## src/rtl/rv32_pkg.sv

```systemverilog
// ----------------------------------------------------------------------------
// rv32_pkg
// Shared RV32I constants: ALU funct3 encodings, the funct7 bit that selects
// SUB/SRA, and the major opcodes used by the CPU control logic.
// No ports (package).
// ----------------------------------------------------------------------------
package rv32_pkg;

    // funct3 values, which are also the ALU operation select
    localparam logic [2:0] F3_ADD_SUB = 3'b000;
    localparam logic [2:0] F3_SLL     = 3'b001;
    localparam logic [2:0] F3_SLT     = 3'b010;
    localparam logic [2:0] F3_SLTU    = 3'b011;
    localparam logic [2:0] F3_XOR     = 3'b100;
    localparam logic [2:0] F3_SRL_SRA = 3'b101;
    localparam logic [2:0] F3_OR      = 3'b110;
    localparam logic [2:0] F3_AND     = 3'b111;

    // funct7 bit selecting SUB (R-type only) and SRA (both forms)
    localparam int FUNCT7_ALT_BIT = 5;

    // Major opcodes (instruction bits [6:0])
    localparam logic [6:0] OP     = 7'b0110011;
    localparam logic [6:0] OP_IMM = 7'b0010011;
    localparam logic [6:0] LUI    = 7'b0110111;
    localparam logic [6:0] JAL    = 7'b1101111;

endpackage

```

## src/rtl/rv32_exec_datapath_if.sv

```systemverilog
// ----------------------------------------------------------------------------
// rv32_exec_datapath_if
// Bundles the register-file and ALU signals of the execution datapath.
//   master : CPU control side (drives addresses, write data, ALU controls)
//   slave  : datapath side (returns read data and ALU result)
// Signals:
//   rs1_addr/rs2_addr/rd_addr [4:0], wr_data [31:0], wr_en,
//   rs1_data/rs2_data [31:0], alu_b [31:0], alu_op [2:0], funct7 [6:0],
//   op_is_reg, alu_result [31:0]
// ----------------------------------------------------------------------------
interface rv32_exec_datapath_if;

    logic [4:0]  rs1_addr;
    logic [4:0]  rs2_addr;
    logic [4:0]  rd_addr;
    logic [31:0] wr_data;
    logic        wr_en;
    logic [31:0] rs1_data;
    logic [31:0] rs2_data;
    logic [31:0] alu_b;
    logic [2:0]  alu_op;
    logic [6:0]  funct7;
    logic        op_is_reg;
    logic [31:0] alu_result;

    modport master (
        output rs1_addr, rs2_addr, rd_addr, wr_data, wr_en,
        output alu_b, alu_op, funct7, op_is_reg,
        input  rs1_data, rs2_data, alu_result
    );

    modport slave (
        input  rs1_addr, rs2_addr, rd_addr, wr_data, wr_en,
        input  alu_b, alu_op, funct7, op_is_reg,
        output rs1_data, rs2_data, alu_result
    );

endinterface

```

## src/rtl/rv32_alu.sv

```systemverilog
// ----------------------------------------------------------------------------
// rv32_alu
// Purely combinational RV32I integer ALU.
// Ports:
//   i_a      [31:0] operand A
//   i_b      [31:0] operand B (register or sign-extended immediate)
//   i_op     [2:0]  operation (instruction funct3)
//   i_alt_en        1 = R-type; enables SUB on funct3=000
//   i_funct7 [6:0]  instruction bits [31:25]; only the alt bit is used
//   o_out    [31:0] result
// ----------------------------------------------------------------------------
module rv32_alu
    import rv32_pkg::*;
(
    input  logic [31:0] i_a,
    input  logic [31:0] i_b,
    input  logic [2:0]  i_op,
    input  logic        i_alt_en,
    input  logic [6:0]  i_funct7,
    output logic [31:0] o_out
);

    logic       w_alt;
    logic [4:0] w_shamt;
    logic       w_unused;

    assign w_alt   = i_funct7[FUNCT7_ALT_BIT];
    assign w_shamt = i_b[4:0];

    // Remaining funct7 bits carry no meaning for the base integer ALU.
    assign w_unused = ^{i_funct7[6], i_funct7[4:0]};

    always_comb begin
        // NOTE: assigning a default before the case keeps every path driven,
        // so no latch is inferred if an arm is ever left incomplete.
        o_out = '0;
        unique case (i_op)
            // SUB only for R-type: ADDI with funct7-looking imm bits must add.
            F3_ADD_SUB: o_out = (i_alt_en && w_alt) ? (i_a - i_b) : (i_a + i_b);
            F3_SLL:     o_out = i_a << w_shamt;
            F3_SLT:     o_out = {31'd0, $signed(i_a) < $signed(i_b)};
            F3_SLTU:    o_out = {31'd0, i_a < i_b};
            F3_XOR:     o_out = i_a ^ i_b;
            // Shift type is chosen by the alt bit in both R and I forms.
            F3_SRL_SRA: o_out = w_alt ? 32'($signed(i_a) >>> w_shamt) : (i_a >> w_shamt);
            F3_OR:      o_out = i_a | i_b;
            F3_AND:     o_out = i_a & i_b;
            default:    o_out = '0;
        endcase
    end

endmodule

```

## src/rtl/rv32_exec_datapath.sv

```systemverilog
// ----------------------------------------------------------------------------
// rv32_exec_datapath
// RV32I execution datapath: 32x32 register file (two combinational read
// ports, one synchronous write port) feeding the ALU. ALU operand A is
// always read port 1. No write-to-read bypass: a read in the same cycle as a
// write to that register returns the old value.
// Ports:
//   clk    rising-edge clock for register writes
//   reset  asynchronous, active-high; clears all registers
//   bus    rv32_exec_datapath_if.slave (register-file and ALU signals)
// ----------------------------------------------------------------------------
module rv32_exec_datapath
    import rv32_pkg::*;
(
    input  logic                 clk,
    input  logic                 reset,
    rv32_exec_datapath_if.slave  bus
);

    logic [31:0] r_regs [32];
    logic [31:0] w_rs1_data;
    logic [31:0] w_rs2_data;

    // NOTE: the register array is reset because an asynchronous clear of all
    // registers is part of the architectural contract; this forces flops
    // rather than a RAM macro, which is acceptable at 32 entries.
    always_ff @(posedge clk or posedge reset) begin
        if (reset) begin
            for (int i = 0; i < 32; i++) begin
                // NOTE: non-blocking assignment for all sequential state so
                // every flop samples pre-edge values.
                r_regs[i] <= '0;
            end
        end else if (bus.wr_en && (bus.rd_addr != 5'd0)) begin
            r_regs[bus.rd_addr] <= bus.wr_data;
        end
    end

    // x0 is hardwired to zero on the read side as well.
    assign w_rs1_data = (bus.rs1_addr == 5'd0) ? 32'd0 : r_regs[bus.rs1_addr];
    assign w_rs2_data = (bus.rs2_addr == 5'd0) ? 32'd0 : r_regs[bus.rs2_addr];

    assign bus.rs1_data = w_rs1_data;
    assign bus.rs2_data = w_rs2_data;

    rv32_alu u_alu (
        .i_a      (w_rs1_data),
        .i_b      (bus.alu_b),
        .i_op     (bus.alu_op),
        .i_alt_en (bus.op_is_reg),
        .i_funct7 (bus.funct7),
        .o_out    (bus.alu_result)
    );

endmodule

```

## src/flat_wrapper.sv

```systemverilog
// flat-port wrapper written by rule: the top's interface ports become plain ports
module rv32_exec_datapath_flat import rv32_pkg::*;
  (clk, reset, bus_rs1_addr, bus_rs2_addr, bus_rd_addr, bus_wr_data, bus_wr_en, bus_alu_b, bus_alu_op, bus_funct7, bus_op_is_reg, bus_rs1_data, bus_rs2_data, bus_alu_result);
  rv32_exec_datapath_if bus_i ();
  input  logic clk;
  input  logic reset;
  input wire logic [$bits(bus_i.rs1_addr)-1:0] bus_rs1_addr;
  input wire logic [$bits(bus_i.rs2_addr)-1:0] bus_rs2_addr;
  input wire logic [$bits(bus_i.rd_addr)-1:0] bus_rd_addr;
  input wire logic [$bits(bus_i.wr_data)-1:0] bus_wr_data;
  input wire logic [$bits(bus_i.wr_en)-1:0] bus_wr_en;
  input wire logic [$bits(bus_i.alu_b)-1:0] bus_alu_b;
  input wire logic [$bits(bus_i.alu_op)-1:0] bus_alu_op;
  input wire logic [$bits(bus_i.funct7)-1:0] bus_funct7;
  input wire logic [$bits(bus_i.op_is_reg)-1:0] bus_op_is_reg;
  output wire logic [$bits(bus_i.rs1_data)-1:0] bus_rs1_data;
  output wire logic [$bits(bus_i.rs2_data)-1:0] bus_rs2_data;
  output wire logic [$bits(bus_i.alu_result)-1:0] bus_alu_result;
  assign bus_i.rs1_addr = bus_rs1_addr;
  assign bus_i.rs2_addr = bus_rs2_addr;
  assign bus_i.rd_addr = bus_rd_addr;
  assign bus_i.wr_data = bus_wr_data;
  assign bus_i.wr_en = bus_wr_en;
  assign bus_i.alu_b = bus_alu_b;
  assign bus_i.alu_op = bus_alu_op;
  assign bus_i.funct7 = bus_funct7;
  assign bus_i.op_is_reg = bus_op_is_reg;
  assign bus_rs1_data = bus_i.rs1_data;
  assign bus_rs2_data = bus_i.rs2_data;
  assign bus_alu_result = bus_i.alu_result;
  rv32_exec_datapath u_core (.clk(clk), .reset(reset), .bus(bus_i));
endmodule
```

## config.mk

```make
export PLATFORM = sky130hd
export DESIGN_NAME = rv32_exec_datapath_flat
export DESIGN_NICKNAME = d
export VERILOG_FILES = /design/src/rtl/rv32_pkg.sv /design/src/rtl/rv32_exec_datapath_if.sv /design/src/rtl/rv32_alu.sv /design/src/rtl/rv32_exec_datapath.sv /design/src/flat_wrapper.sv
export SDC_FILE = /design/constraint.sdc
export NUM_CORES = 2
export LEC_CHECK = 0
export CORE_UTILIZATION = 60
export DETAILED_ROUTE_END_ITERATION = 6
export GPL_TIMING_DRIVEN = 0
export PLACE_DENSITY = 0.78
export REMOVE_ABC_BUFFERS = 1
export SETUP_SLACK_MARGIN = 0.4
export SLEW_MARGIN = 15
export SYNTH_ARGS = -nofsm -noshare
export SYNTH_HDL_FRONTEND = slang
export SYNTH_HIERARCHICAL = 1
export SYNTH_SLANG_ARGS = --single-unit
```

## constraint.sdc

```tcl
create_clock -name clk -period 106.6 [get_ports clk]
set_clock_uncertainty 0.2 [all_clocks]
set_input_delay 21.32 -clock clk [delete_from_list [all_inputs] [get_ports clk]]
set_output_delay 21.32 -clock clk [all_outputs]
set_load 0.02 [all_outputs]
```

# Word level (Yosys, flattened, before mapping)
# Cells that the tools add are included.
totals:
  register_bits: 1024
  input_bits: 93
  out_inout_bits: 96
op_classes:
  n_eq_ne: 7
  magnitude_cmp: 6
  n_bitwise: 6
  n_reduce_logical: 7
  n_mux: 14
  add_sub_neg: 2
  shifts: 3
op_table:
  columns: ["cell", "n"]
  rows:
  - ["1024-bit bitwise mux", 1]
  - ["32-bit binary-select mux with 5-bit select", 2]
  - ["32-bit two-way mux", 9]
  - ["32-bit one-hot mux with 8 select lines", 1]
  - ["32-bit demux with 5-bit select", 1]
  - ["32-bit < comparator", 2]
  - ["32-bit adder", 1]
  - ["32-bit bitwise AND", 1]
  - ["32-bit bitwise OR", 1]
  - ["32-bit by 5-bit << shifter with 32-bit output", 1]
  - ["32-bit by 5-bit >> shifter with 32-bit output", 1]
  - ["32-bit by 5-bit >>> shifter with 32-bit output", 1]
  - ["32-bit subtractor", 1]
  - ["32-bit bitwise XOR", 1]
  - ["6-bit >= comparator (second input constant)", 3]
  - ["5-bit NOT with 6-bit output", 3]
  - ["3-bit equality test (second input constant)", 4]
  - ["5-bit zero test", 2]
  - ["3-bit by 2-bit equality test with 1-bit output (second input constant)", 2]
  - ["6-bit by 1-bit < comparator with 1-bit output (second input constant)", 1]
  - ["5-bit nonzero test", 1]
  - ["3-bit by 1-bit equality test with 1-bit output (second input constant)", 1]
  - ["1-bit logical AND", 3]
  - ["3-bit zero test", 1]

# Depth between registers and ports, before layout
depth:
  ltp_word: 8
  mapped_depth: 22
  ltp_nobuf: 17

# Modules after synthesis
# Netlist, hierarchy kept.
by_module_without_submodules:
  columns: ["mod", "seq_area_each_um2", "n_inst", "area_per_inst_um2", "cells_per_inst"]
  rows:
  - ["rv32_exec_datapath", 25624.6, 1, 54732.5, 3692]
  - ["rv32_alu", 0.0, 1, 8557.0, 1309]

# Worst setup path before layout
# OpenSTA, ideal clock, no wires.
synth_timing:
  kind: "input port to output port"
  startpoint: "input port bus_rs1_addr[1]"
  endpoint: "output port bus_alu_result[29]"
  path_slack_ns: 58.674
  cell_stages: 19
  arrival_time_ns: 26.406
  required_ns: 85.080
  cell_sequence: "buf_2 nor2b_1 clkbuf_2 clkbuf_1 a22oi_1 o211a_1 a2111oi_0 inv_1 ha_1 buf_4 or2_2 nand2b_1 a211o_1 a31o_2 nand2_1 o21ai_1 o2111ai_1 xnor2_1 o21ai_0"
synth_via:
  elab_chain_len: 8
synth_lines:
  columns: ["item", "line_no", "rtl"]
  rows:
  - ["from (decl)", "flat_wrapper.sv:7", "input wire logic [$bits(bus_i.rs1_addr)-1:0] bus_rs1_addr;"]
  - ["5-bit NOT with 6-bit output (implied by the code)", "rv32_exec_datapath.sv:40", "assign w_rs1_data = (bus.rs1_addr == 5'd0) ? 32'd0 : r_regs[bus.rs1_addr];"]
  - ["32-bit binary-select mux with 5-bit select", "rv32_exec_datapath.sv:40", null]
  - ["32-bit two-way mux (implied by the code) (2 in a row)", "rv32_exec_datapath.sv:40", null]
  - ["32-bit two-way mux *", "rv32_exec_datapath.sv:40", null]
  - ["net bus_rs1_data[13]", "flat_wrapper.sv:16", "output wire logic [$bits(bus_i.rs1_data)-1:0] bus_rs1_data;"]
  - ["32-bit adder, or another cell as far along", "rv32_alu.sv:39", "F3_ADD_SUB: o_out = (i_alt_en && w_alt) ? (i_a - i_b) : (i_a + i_b);"]
  - ["32-bit two-way mux, on equally long branches", "rv32_alu.sv:39, rv32_alu.sv:45", null]
  - ["32-bit one-hot mux with 8 select lines *", "rv32_alu.sv:37", "unique case (i_op)"]
  - ["to (decl)", "flat_wrapper.sv:18", "output wire logic [$bits(bus_i.alu_result)-1:0] bus_alu_result;"]
# The timed path passes the listed nets; every way through them passes the cells marked *. The select of a mux whose other input is x is not followed.

# Worst setup path after layout
layout_timing:
  startpoint: "input port bus_rs1_addr[2]"
  endpoint: "output port bus_alu_result[0]"
layout_via:
  elab_chain_len: 8
layout_lines:
  columns: ["item", "line_no"]
  rows:
  - ["5-bit NOT with 6-bit output (implied by the code)", "rv32_exec_datapath.sv:40"]
  - ["32-bit binary-select mux with 5-bit select", "rv32_exec_datapath.sv:40"]
  - ["32-bit two-way mux (implied by the code) (2 in a row)", "rv32_exec_datapath.sv:40"]
  - ["32-bit two-way mux *", "rv32_exec_datapath.sv:40"]
  - ["32-bit adder, or another cell as far along", "rv32_alu.sv:39"]
  - ["32-bit two-way mux, on equally long branches", "rv32_alu.sv:39, rv32_alu.sv:45"]
  - ["32-bit one-hot mux with 8 select lines *", "rv32_alu.sv:37"]
# Mark *: on every way between the ends. The rest lies on a longest branch, timed or not. The select of a mux whose other input is x is not followed.

==> flow_summary.html <==
<table>
<tr><th>Metric</th><th>Value</th></tr>
<tr><th colspan="2">Timing</th></tr>
<tr><td>Min cycle time layout</td><td>50.19 ns</td></tr>
<tr><td>Max Slew Vio Count</td><td>0</td></tr>
<tr><td>Final clock period utilization by the worst path</td><td>0.4708</td></tr>
<tr><td>Setup violations, final</td><td>0</td></tr>
<tr><td>Worst hold slack</td><td>0.1955 ns</td></tr>
<tr><td>Sum of negative setup slack</td><td>0 ns</td></tr>
<tr><td>Worst-Margin Slew</td><td>1.274 ns</td></tr>
<tr><td>Final hold violations</td><td>0</td></tr>
<tr><td>RSZ-0062 raised after global routing</td><td>no</td></tr>
<tr><td>Max Freq</td><td>19.93 MHz</td></tr>
<tr><td>Relative slew slack</td><td>0.1473</td></tr>
<tr><th colspan="2">Power and ir drop</th></tr>
<tr><td>Cell leakage power</td><td>30.77 nW</td></tr>
<tr><td>Total power per unit cell area</td><td>17.53 mW/mm²</td></tr>
<tr><td>IR Drop Worst-Case VDD</td><td>0.01394 mV</td></tr>
<tr><th colspan="2">Synthesis</th></tr>
<tr><td>Number of synthesized register bits</td><td>1024</td></tr>
<tr><td>Synthesized netlist cell count</td><td>5001</td></tr>
<tr><td>Share of synthesized flip-flops with an asynchronous set or reset</td><td>1.000</td></tr>
<tr><td>Synth warnings</td><td>6</td></tr>
<tr><td>Post-synthesis area per instance</td><td>12.66 µm²</td></tr>
<tr><td>Number of distinct library cell variants in the gate-level netlist after synthesis</td><td>88</td></tr>
<tr><td>Number of enable-type register cells in the synthesized netlist</td><td>0</td></tr>
<tr><td>Portion of the post-synthesis area used by sequential elements</td><td>0.4049</td></tr>
<tr><td>Post-synth top flop</td><td>dfrtp_1</td></tr>
<tr><td>Post-synthesis instance area</td><td>0.06329 mm²</td></tr>
<tr><th colspan="2">Final layout</th></tr>
<tr><td>Net count, final</td><td>5088</td></tr>
<tr><td>Footprint of the multi-input gates</td><td>0.03512 mm²</td></tr>
<tr><td>Max FFs per register</td><td>1024</td></tr>
<tr><td>Largest register by flop count</td><td>u_core/r_regs</td></tr>
<tr><td>Largest registers</td><td>u_core/r_regs (1024)</td></tr>
<tr><td>Commonest cells after routing, fill and taps aside</td><td>1043 x mux2_2, 1024 x dfrtp_1, 414 x mux4_2, 352 x mux2i_1, 166 x clkdlybuf4s50_1</td></tr>
<tr><td>Synthesis-to-layout area growth</td><td>12.38%</td></tr>
<tr><td>Register area</td><td>0.02562 mm²</td></tr>
<tr><td>Fraction of the core area covered by cells at the end of the flow</td><td>0.6833</td></tr>
<tr><td>Most common cell after layout, fill and taps aside</td><td>mux2_2</td></tr>
<tr><td>Ratio of cells with drive above 1 in the final layout</td><td>0.3801</td></tr>
<tr><td>Filler instances</td><td>7038</td></tr>
<tr><th colspan="2">Critical path</th></tr>
<tr><td>Data arrival time of the critical path</td><td>28.67 ns</td></tr>
<tr><td>Sequence of cells on the critical path</td><td>buf_8 -&gt; buf_16 -&gt; or3b_2 -&gt; o221ai_1 -&gt; a211oi_1 -&gt; nor3_1 -&gt; inv_1 -&gt; ha_1 -&gt; nor4_1 -&gt; o2111ai_1 -&gt; a31oi_1 -&gt; o21ai_0 -&gt; nor2b_1 -&gt; a31oi_1 -&gt; o32ai_1 -&gt; clkdlybuf4s50_1</td></tr>
<tr><td>Master of the slowest instance on the critical path</td><td>or3b_2</td></tr>
<tr><td>Cell family with most CP delay</td><td>simple AND/OR/NAND/NOR gates</td></tr>
<tr><td>Cell repeated most along the worst path</td><td>a31oi_1</td></tr>
<tr><td>Critical setup path kind</td><td>input port to output pin</td></tr>
<tr><td>Maximum cell stage delay along the critical path</td><td>0.89 ns</td></tr>
<tr><td>CP bufs+invs</td><td>4</td></tr>
<tr><td>Kind of end point of the critical path</td><td>output pin</td></tr>
<tr><td>Data required, critical path</td><td>85.08 ns</td></tr>
<tr><td>Startpoint type of the worst setup path</td><td>input port</td></tr>
<tr><td>Maximum fanout along the worst path</td><td>51</td></tr>
<tr><th colspan="2">Placement</th></tr>
<tr><td>Port bufs</td><td>182</td></tr>
<tr><td>DP HPWL</td><td>135000 µm</td></tr>
<tr><td>Global placer's final weighted congestion</td><td>1.010</td></tr>
<tr><th colspan="2">Outcome</th></tr>
<tr><td>Violations in the final reports</td><td>design-rule violations</td></tr>
<tr><td>Outcome</td><td>complete, but fails checks</td></tr>
<tr><th colspan="2">Global route</th></tr>
<tr><td>Antenna violations before repair</td><td>8</td></tr>
<tr><td>Overall fraction of global-route tracks in use</td><td>0.3948</td></tr>
<tr><td>Sum of overflow across all layers after global routing</td><td>0</td></tr>
<tr><td>Pin count of the biggest net entering global routing</td><td>115</td></tr>
<tr><td>Via count of the first global-routing pass</td><td>48450</td></tr>
<tr><td>Wire length of the first global-routing pass</td><td>314700 µm</td></tr>
<tr><th colspan="2">Clocking</th></tr>
<tr><td>Post-CTS Setup Bufs</td><td>0</td></tr>
<tr><td>Max clock buf depth</td><td>3</td></tr>
<tr><td>Clock input transition at the sequential cells of the worst setup and hold paths</td><td>0.06 ns</td></tr>
<tr><td>TritonCTS clock tree</td><td>yes</td></tr>
<tr><td>Post-cts hold buffer count</td><td>0</td></tr>
<tr><td>Clock Root Buffer</td><td>clkbuf_16</td></tr>
<tr><td>Total number of H-tree levels</td><td>3</td></tr>
<tr><td>Clock Latency Late Sink</td><td>0.71 ns</td></tr>
<tr><td>Number of buffers added by the clock tree synthesis step</td><td>104</td></tr>
<tr><td>Num Clock Sinks</td><td>1024</td></tr>
<tr><td>Post-CTS resize count</td><td>0</td></tr>
<tr><th colspan="2">Detailed routing</th></tr>
<tr><td>Antenna-violating nets left</td><td>0</td></tr>
<tr><td>Number of detailed-route iterations in the first pass</td><td>7</td></tr>
<tr><td>Final Routed Wirelength</td><td>211900 µm</td></tr>
<tr><td>DRC</td><td>3</td></tr>
<tr><td>Wirelength per Cell</td><td>33.30 µm</td></tr>
<tr><td>Vias per cell</td><td>7.500</td></tr>
<tr><td>Iteration-0 DRC Markers</td><td>6147</td></tr>
<tr><td>Number of vias after detailed routing</td><td>47710</td></tr>
<tr><th colspan="2">Floorplan</th></tr>
<tr><td>Row cnt</td><td>118</td></tr>
<tr><td>Chip Height</td><td>326.8 µm</td></tr>
<tr><td>Core region area</td><td>0.1041 mm²</td></tr>
<tr><td>Overall die area</td><td>0.1068 mm²</td></tr>
<tr><td>Count of boundary I/O pins</td><td>189</td></tr>
<tr><td>Starting Density</td><td>0.6080</td></tr>
<tr><td>Die X-Extent</td><td>326.8 µm</td></tr>
<tr><th colspan="2">Job</th></tr>
<tr><td>Max-capacitance violation count</td><td>0</td></tr>
<tr><th colspan="2">Worst hold path</th></tr>
<tr><td>Worst Hold Class</td><td>register to register</td></tr>
</table>
-- metrics by stage --
stage                     cells  worst slack [ns]  total power, mW  instance area [µm²]
after floorplan            4472             56.26           0.7306                60620
after global placement     6034             22.58           0.8615                64170
after detailed placement   6170             56.80           0.8531                67490
after CTS                  6360             56.75            1.238                71110
after global routing       6360             56.36            1.288                71120
final                      6362             56.41            1.247                71130
-- cells by family after synthesis --
| group | share of synthesized area |
|---|---|
| and+or+nand+nor | 0.04282 |
| muxes | 0.3886 |
| AOI/OAI and AO/OA | 0.09058 |
| xor gates and xnor gates | 0.003875 |
| buffers and inverters | 0.04946 |
| adders and majority gates | 0.01981 |
| DFF | 0.4049 |
-- power by group --
group	switching [mW]	leakage [nW]	internal, mW
clock	0.162	1.77	0.223
combinational	0.162	15.9	0.176
sequential	0.0599	13.1	0.463
total	0.385	30.8	0.862
-- layer usage --
layer | GRT usage | vias to the layer above | wire length (µm)
li1 | - | 18860 | -
met1 | 0.5288 | 24470 | 77850
met3 | 0.1038 | 877 | 26120
met2 | 0.5859 | 3486 | 94170
met4 | 0.2234 | 16 | 13600
met5 | 0 | - | 104
-- Yosys cell counts, drive strengths merged, types with 7 or more instances --
| cell | n | area share |
|---|---|---|
| mux2 | 1043 | 0.19 |
| dfrtp | 1024 | 0.40 |
| mux4 | 414 | 0.15 |
| mux2i | 352 | 0.056 |
| clkbuf | 286 | 0.017 |
| buf | 243 | 0.025 |
| a21oi | 157 | 0.012 |
| nor2 | 157 | 0.0093 |
| o21ai | 145 | 0.012 |
| nand2 | 141 | 0.0084 |
| inv | 122 | 0.0072 |
| ha | 97 | 0.019 |
| a22oi | 96 | 0.011 |
| nor3 | 64 | 0.0051 |
| a211oi | 60 | 0.0072 |
| o22ai | 56 | 0.0055 |
| nor2b | 51 | 0.0050 |
| a22o | 50 | 0.0069 |
| a2111oi | 36 | 0.0051 |
| nand3 | 33 | 0.0026 |
| o221ai | 33 | 0.0046 |
| nor4 | 25 | 0.0027 |
| and2 | 23 | 0.0023 |
| o211ai | 23 | 0.0028 |
| xnor2 | 23 | 0.0032 |
| a21o | 20 | 0.0024 |
| o32ai | 18 | 0.0025 |
| a31oi | 15 | 0.0015 |
| o31ai | 15 | 0.0021 |
| nand2b | 14 | 0.0014 |
| a221oi | 12 | 0.0019 |
| a211o | 10 | 0.0014 |
| or3 | 10 | 0.00099 |
| a311oi | 9 | 0.0012 |
| nor3b | 9 | 0.0011 |
| a21boi | 8 | 0.00095 |
| a222oi | 8 | 0.0013 |
| and3 | 8 | 0.00079 |
| nand3b | 8 | 0.00095 |
| or2 | 7 | 0.00069 |
-- layout make-up --
class	count	area share
clock inverter	33	0.007230
tap	1380	0.02428
timing repair buffer	318	0.06422
clock buffer	157	0.04361
multi-input combinational	3325	0.4937
antenna	2	0.00007036
sequential	1024	0.3603
inverter	123	0.006614
-- worst paths after layout --
kind                                      from             endpoint  slack [ns]  cells past startpoint
hold / removal             u_core/r_regs[1019]  u_core/r_regs[1019]        0.20                      0
min in group asynchronous                reset   u_core/r_regs[546]       20.91                      2
max in group asynchronous                reset   u_core/r_regs[837]       83.22                      6
setup / recovery               bus_rs1_addr[2]    bus_alu_result[0]       56.41                     16
hold reg to reg            u_core/r_regs[1019]  u_core/r_regs[1019]        0.20                      0
setup reg to reg            u_core/r_regs[813]   u_core/r_regs[813]      105.53                      1
(Power assumes the default switching activity.)
